<file path="src/rtl/cam_frame_sram_writer.sv">
// cam_frame_sram_writer: buffers camera pixel writes in a FIFO and commits them to async SRAM
// with timed active-low write pulses, ping-ponging whole frames across SRAM banks.
module cam_frame_sram_writer #(
    parameter int DATA_W      = 16,
    parameter int PIX_ADDR_W  = 17,
    parameter int SRAM_ADDR_W = 19,
    parameter int NUM_BANKS   = 2,
    parameter int FIFO_DEPTH  = 8,
    parameter int WE_CYCLES   = 2,
    localparam int BANK_W     = (NUM_BANKS > 1) ? $clog2(NUM_BANKS) : 1,
    localparam int LVL_W      = $clog2(FIFO_DEPTH) + 1
) (
    input  logic                   wclk,
    input  logic                   rst_n,
    input  logic                   enable,
    input  logic [PIX_ADDR_W-1:0]  cam_addr,
    input  logic [DATA_W-1:0]      cam_data,
    input  logic                   cam_we,
    input  logic                   cam_frame_end,
    output logic                   sram_ce_n,
    output logic                   sram_we_n,
    output logic                   sram_oe_n,
    output logic [SRAM_ADDR_W-1:0] sram_addr,
    output logic [DATA_W-1:0]      sram_wdata,
    output logic [BANK_W-1:0]      wr_bank,
    output logic [BANK_W-1:0]      rd_bank,
    output logic [LVL_W-1:0]       fifo_level,
    output logic                   busy,
    output logic                   done,
    output logic                   overflow
);
    localparam int AW    = LVL_W - 1;
    localparam int CNT_W = $clog2(WE_CYCLES + 1);
    localparam logic [AW:0]       PTR_ONE = LVL_W'(1);
    localparam logic [CNT_W-1:0]  CNT_ONE = CNT_W'(1);
    localparam logic [CNT_W-1:0]  CNT_MAX = CNT_W'(WE_CYCLES);
    localparam logic [BANK_W-1:0] BANK_LAST = BANK_W'(NUM_BANKS - 1);

    typedef enum logic [1:0] {IDLE, SETUP, WRITE, HOLD} state_t;

    state_t                        state_q;
    logic [PIX_ADDR_W+DATA_W-1:0]  mem_q [FIFO_DEPTH];
    logic [AW:0]                   wp_q, rp_q;
    logic [CNT_W-1:0]              cnt_q;
    logic                          ce_n_q, we_n_q, pending_q, done_q, ovf_q;
    logic [SRAM_ADDR_W-1:0]        addr_q;
    logic [DATA_W-1:0]             wdata_q;
    logic [BANK_W-1:0]             wr_bank_q, rd_bank_q;

    logic [AW:0]                   level;
    logic                          empty, full, slot, pop, req, push, done_d, pending_d;
    logic [BANK_W-1:0]             bank_d;
    logic [PIX_ADDR_W-1:0]         head_addr;
    logic [DATA_W-1:0]             head_data;
    logic [SRAM_ADDR_W-1:0]        head_sram;

    // IDLE and HOLD are the only states that may pop or retire a frame
    always_comb begin
        level     = wp_q - rp_q;
        empty     = level == '0;
        full      = (wp_q[AW] != rp_q[AW]) && (wp_q[AW-1:0] == rp_q[AW-1:0]);
        slot      = state_q == IDLE || state_q == HOLD;
        pop       = !empty && slot;
        req       = cam_we && enable;
        push      = req && (!full || pop);
        done_d    = pending_q && empty && slot;
        pending_d = !done_d && (pending_q || cam_frame_end);
        bank_d    = (wr_bank_q == BANK_LAST) ? '0 : wr_bank_q + BANK_W'(1);
    end

    assign {head_addr, head_data} = mem_q[rp_q[AW-1:0]];
    assign head_sram = SRAM_ADDR_W'({wr_bank_q, head_addr});

    always_ff @(posedge wclk) begin
        if (push) mem_q[wp_q[AW-1:0]] <= {cam_addr, cam_data};
    end

    always_ff @(posedge wclk or negedge rst_n) begin
        if (!rst_n) begin
            state_q   <= IDLE;
            wp_q      <= '0;
            rp_q      <= '0;
            cnt_q     <= '0;
            ce_n_q    <= 1'b1;
            we_n_q    <= 1'b1;
            addr_q    <= '0;
            wdata_q   <= '0;
            pending_q <= 1'b0;
            done_q    <= 1'b0;
            ovf_q     <= 1'b0;
            wr_bank_q <= '0;
            rd_bank_q <= BANK_LAST;
        end else begin
            if (push) wp_q <= wp_q + PTR_ONE;
            if (pop) rp_q <= rp_q + PTR_ONE;
            if (req && !push) ovf_q <= 1'b1;
            done_q    <= done_d;
            pending_q <= pending_d;
            if (done_d) begin
                rd_bank_q <= wr_bank_q;
                wr_bank_q <= bank_d;
            end
            case (state_q)
                IDLE, HOLD: begin
                    if (pop) begin
                        addr_q  <= head_sram;
                        wdata_q <= head_data;
                        ce_n_q  <= 1'b0;
                        state_q <= SETUP;
                    end else begin
                        ce_n_q  <= 1'b1;
                        state_q <= IDLE;
                    end
                end
                SETUP: begin
                    we_n_q  <= 1'b0;
                    cnt_q   <= CNT_ONE;
                    state_q <= WRITE;
                end
                WRITE: begin
                    if (cnt_q == CNT_MAX) begin
                        we_n_q  <= 1'b1;
                        state_q <= HOLD;
                    end else begin
                        cnt_q <= cnt_q + CNT_ONE;
                    end
                end
                default: state_q <= IDLE;
            endcase
        end
    end

    assign sram_ce_n  = ce_n_q;
    assign sram_we_n  = we_n_q;
    assign sram_oe_n  = 1'b1;
    assign sram_addr  = addr_q;
    assign sram_wdata = wdata_q;
    assign wr_bank    = wr_bank_q;
    assign rd_bank    = rd_bank_q;
    assign fifo_level = level;
    assign busy       = !empty || state_q != IDLE;
    assign done       = done_q;
    assign overflow   = ovf_q;
endmodule

</file>
<file path="config.mk">
export PLATFORM = sky130hd
export DESIGN_NAME = cam_frame_sram_writer
export DESIGN_NICKNAME = d
export VERILOG_FILES = /design/src/rtl/cam_frame_sram_writer.sv
export SDC_FILE = /design/constraint.sdc
export NUM_CORES = 1
export LEC_CHECK = 0
export ABC_AREA = 1
export CORE_MARGIN = 5
export CORE_UTILIZATION = 63
export CTS_BUF_LIST = sky130_fd_sc_hd__clkbuf_8 sky130_fd_sc_hd__clkbuf_16
export DETAILED_ROUTE_END_ITERATION = 6
export PLACE_DENSITY = 0.87
export SYNTH_ARGS = -nofsm -noshare
export SYNTH_HDL_FRONTEND = slang
export SYNTH_SLANG_ARGS = --single-unit
</file>
<file path="constraint.sdc">
create_clock -name wclk -period 11.47 [get_ports wclk]
set_input_delay 1.147 -clock wclk [delete_from_list [all_inputs] [get_ports wclk]]
set_output_delay 1.147 -clock wclk [all_outputs]
set_load 0.1 [all_outputs]
</file>
==> results.txt <==
----------------------------------------------------
[Global route]
  Pin count of the biggest net entering global routing ... 120
  First-pass GRT wire length ... 43.1 mm
  Via count of the first global-routing pass ... 8442
  Overflow after GRT ... 0
  Number of antenna violations at the first check in global routing ... 0
  GR Util All Layers ... 24.5%

[Logic synthesis]
  Proportion of netlist area held by the largest area contributor ... 63.0%
  Seq/Total Area, Yosys ... 73.5%
  Synth area leaders ... edfxtp_1, dfrtp_1, nand2_1, nor2_1, nand3_1
  Post-Synthesis Cells ... 1064
  Xor/xnor share of the synthesized area ... 0.209%
  Cell area after synthesis ... 12600 um^2
  Proportion of synthesized flip-flops having asynchronous set or reset ... 16.7%
  Area fraction in compound gates after synthesis ... 4.88%
  Post-synth cell types ... 29
  Syn. warnings ... 0
  Main combinational cell family by area after synthesis ... simple AND/OR/NAND/NOR gates
  Mux contribution to synthesized area ... 0%
  Number of flops mapped to enable cells by yosys ... 264
  Area leader, netlist ... edfxtp_1
  Post-synth net total ... 1112
  Adder and majority cell fraction of the synthesized area ... 1.05%
  Number of register bits inferred by synthesis ... 317
  Post-Synthesis Mean Instance Area ... 11.8 um^2
  Top flip-flop cell by instance count after synthesis ... edfxtp_1
  Synthesized-area fraction occupied by and/or/nand/nor cells ... 17.0%

[Floorplan]
  Die extent in y ... 151 um
  Die X ... 151 um
  Core outline area ... 19600 um^2
  Num ports ... 85
  Starting utilization of the core area ... 64.3%
  Die area ... 22900 um^2
  Number of core rows ... 51

[Critical path]
  Critical Path End Type ... output port
  Endpoint of the worst-slack reg-to-reg timing path ... mem_q[6][11]$_DFFE_PP_
  Source of the worst register-to-register timing path ... rp_q[1]$_DFFE_PN0P_
  Series of cell instances along the critical path ... buf_4, inv_2, fa_1, nand2_1, inv_1, nor2_1, nor2_2, nand4_1, clkdlybuf4s50_1
  Crit-path leading delay family ... buffers and inverters
  Highest-delay cell along the critical path ... clkdlybuf4s50_1
  Crit path kind ... register to output port
  Worst-case register-to-register setup slack ... 6.98 ns
  Sum of buffers and inverters on the critical path ... 4
  Largest incremental delay on the critical path ... 1.13 ns
  Critical path data required time ... 10.32 ns
  Data arrival time at the worst-slack endpoint ... 3.94 ns
  CP startpoint kind ... register
  Maximum fanout along the worst path ... 38
  Worst Reg-to-Reg Cells ... 12

[Finish]
  Leading cell type in the layout, fill and taps excluded ... nand2_1
  Fill cell instance count of the final layout ... 1166
  Area of all sequential standard cells ... 9260 um^2
  Fraction of final layout cells sized beyond drive strength 1 ... 7.19%
  Util after Layout ... 74.7%
  Final-stage net count ... 1178
  Area growth syn-to-layout ... 16.2%
  Non-Filler Cell Area, Final ... 14600 um^2
  Multi-input gate area ... 2970 um^2
  Highest-count cells in the layout ignoring fill and taps ... nand2_1, edfxtp_1, nor2_1

[Clocking]
  Maximum clock insertion buffer count ... 3
  Total CTS buffers ... 31
  Clk Latency, worst-skew pair ... 0.56 ns
  Number of buffers added for setup after CTS ... 0
  Clock edge transition at the registers on the reported setup and hold paths ... 0.07 ns
  Clock tree from TritonCTS ... done
  Number of cells upsized or downsized after cts ... 0
  Clk root buf ... clkbuf_16
  Hold-fix buffers, CTS ... 0
  Clock sink count ... 317
  H-tree depth ... 1

[Route]
  Overall routed net length ... 27.9 mm
  Vias per cell ... 5.87
  First-pass detailed-route iteration total ... 6
  Number of routed nets with antenna violations ... 0
  DRC marker count from the first detailed-route iteration ... 839
  Routed WL per cell ... 19.6 um
  Via Count ... 8340
  Post-detailed-route DRC marker count ... 0

[Hold path]
  Path class of the lowest-slack min-delay path ... register to register
  Destination of the worst hold path ... sram_we_n$_DFFE_PN1P_
  WHS Path Cells ... 2
  Hold Crit Start ... sram_we_n$_DFFE_PN1P_

[STA]
  Hold violation total from the final report ... 0
  Max-slew violation total from the final report ... 0
  Min cycle time layout ... 5.09 ns
  Setup repair after global routing missed its margin ... no
  Final sum of negative setup slack ... 0 ns
  Share of the cycle needed by the critical path after routing ... 44.4%
  Final setup violation count ... 0
  Clock tree skew after final layout ... 0.0142 ns
  Transition time of the tightest slew-check pin ... 1.24 ns
  Max Freq ... 196 MHz
  Worst slew margin relative to its limit ... 17.6%

[Place]
  Number of buffers added on ports ... 82
  Post-placement cell area ... 13500 um^2
  Detailed-placement wirelength estimate ... 14.4 mm
  Placer's final routability congestion estimate ... 0.778

[Flow run]
  Max-capacitance violation count ... 0

[Status]
  Run status ... finished, final reports clean

----------------------------------------------------
routing by layer:
layer	part of all wire [%]	global-route usage, %	up-vias
li1	-	-	3791
met1	38	32.6	4001
met2	50	41.0	461
met3	9.0	3.50	87
met4	3.3	10.2	0
met5	0	0	-
layout make-up:
class	count	area share, %
diodes	1	0.0171
clock buffers	31	5.30
clock inverters	26	2.08
inverters	26	0.675
multi-input cells	665	20.3
flip-flops and latches	317	63.3
well taps	265	2.27
repair buffers	89	6.07
cells in the mapped netlist (2+ instances only):
| library cell | count |
|---|---|
| a31oi_1 | 32 |
| buf_1 | 3 |
| buf_2 | 27 |
| buf_4 | 10 |
| buf_6 | 5 |
| clkbuf_1 | 11 |
| conb_1 | 2 |
| dfrtp_1 | 50 |
| dfstp_2 | 3 |
| edfxtp_1 | 264 |
| ha_1 | 9 |
| inv_1 | 22 |
| inv_2 | 4 |
| nand2_1 | 303 |
| nand2_2 | 2 |
| nand3_1 | 77 |
| nor2_1 | 150 |
| o21ai_0 | 60 |
| o21ai_1 | 15 |
| o21bai_1 | 2 |
| o22ai_1 | 3 |
| xor2_1 | 3 |
cells by family (layout without fill, tap and decap cells):
kind of cell,Yosys count,count (layout)
compound gates,113,113
flops,317,317
xor+xnor,3,3
buf+inv,82,172
other cells,2,3
simple gates,537,537
fa+ha+maj,10,10
per-stage QoR:
stage / std cells / hold slack, ns / setup WS [ns]
finish: 1420 / 0.468 / 6.38
floorplan: 1064 / 0.452 / 6.46
detailed placement: 1361 / 0.456 / 7.03
global route: 1419 / 0.474 / 6.24
CTS: 1418 / 0.465 / 6.43
global placement: 1361 / 0.449 / 7.09
sequential cells by signal, indices dropped and copies added (netlist names), 2 cells and up:
register	cells
sram_wdata	16
state_q	2
wp_q	4
mem_q	264
sram_addr	18
rp_q	4
cnt_q	2
worst max path at each step:
stage                     slack [ns]                 from                    end  depth (start not counted)
after global routing            6.24  rp_q[1]$_DFFE_PN0P_                   busy                          9
final                           6.38  rp_q[1]$_DFFE_PN0P_                   busy                          9
after detailed placement        7.03  rp_q[1]$_DFFE_PN0P_                   busy                          9
after global placement          7.09  rp_q[1]$_DFFE_PN0P_                   busy                          7
after CTS                       6.43  rp_q[1]$_DFFE_PN0P_                   busy                          9
after floorplan                 6.46  rp_q[1]$_DFFE_PN0P_  mem_q[2][0]$_DFFE_PP_                         13
tightest hold or removal path, stage by stage, from the launching register on:
cell	delay, ns
dfstp_2	0.37
nand2_1	0.05
nand2_1	0.04
Power is left out: the tool's default activity adds up to more than one toggle a clock period on the data nets, which glitch-free logic cannot reach.
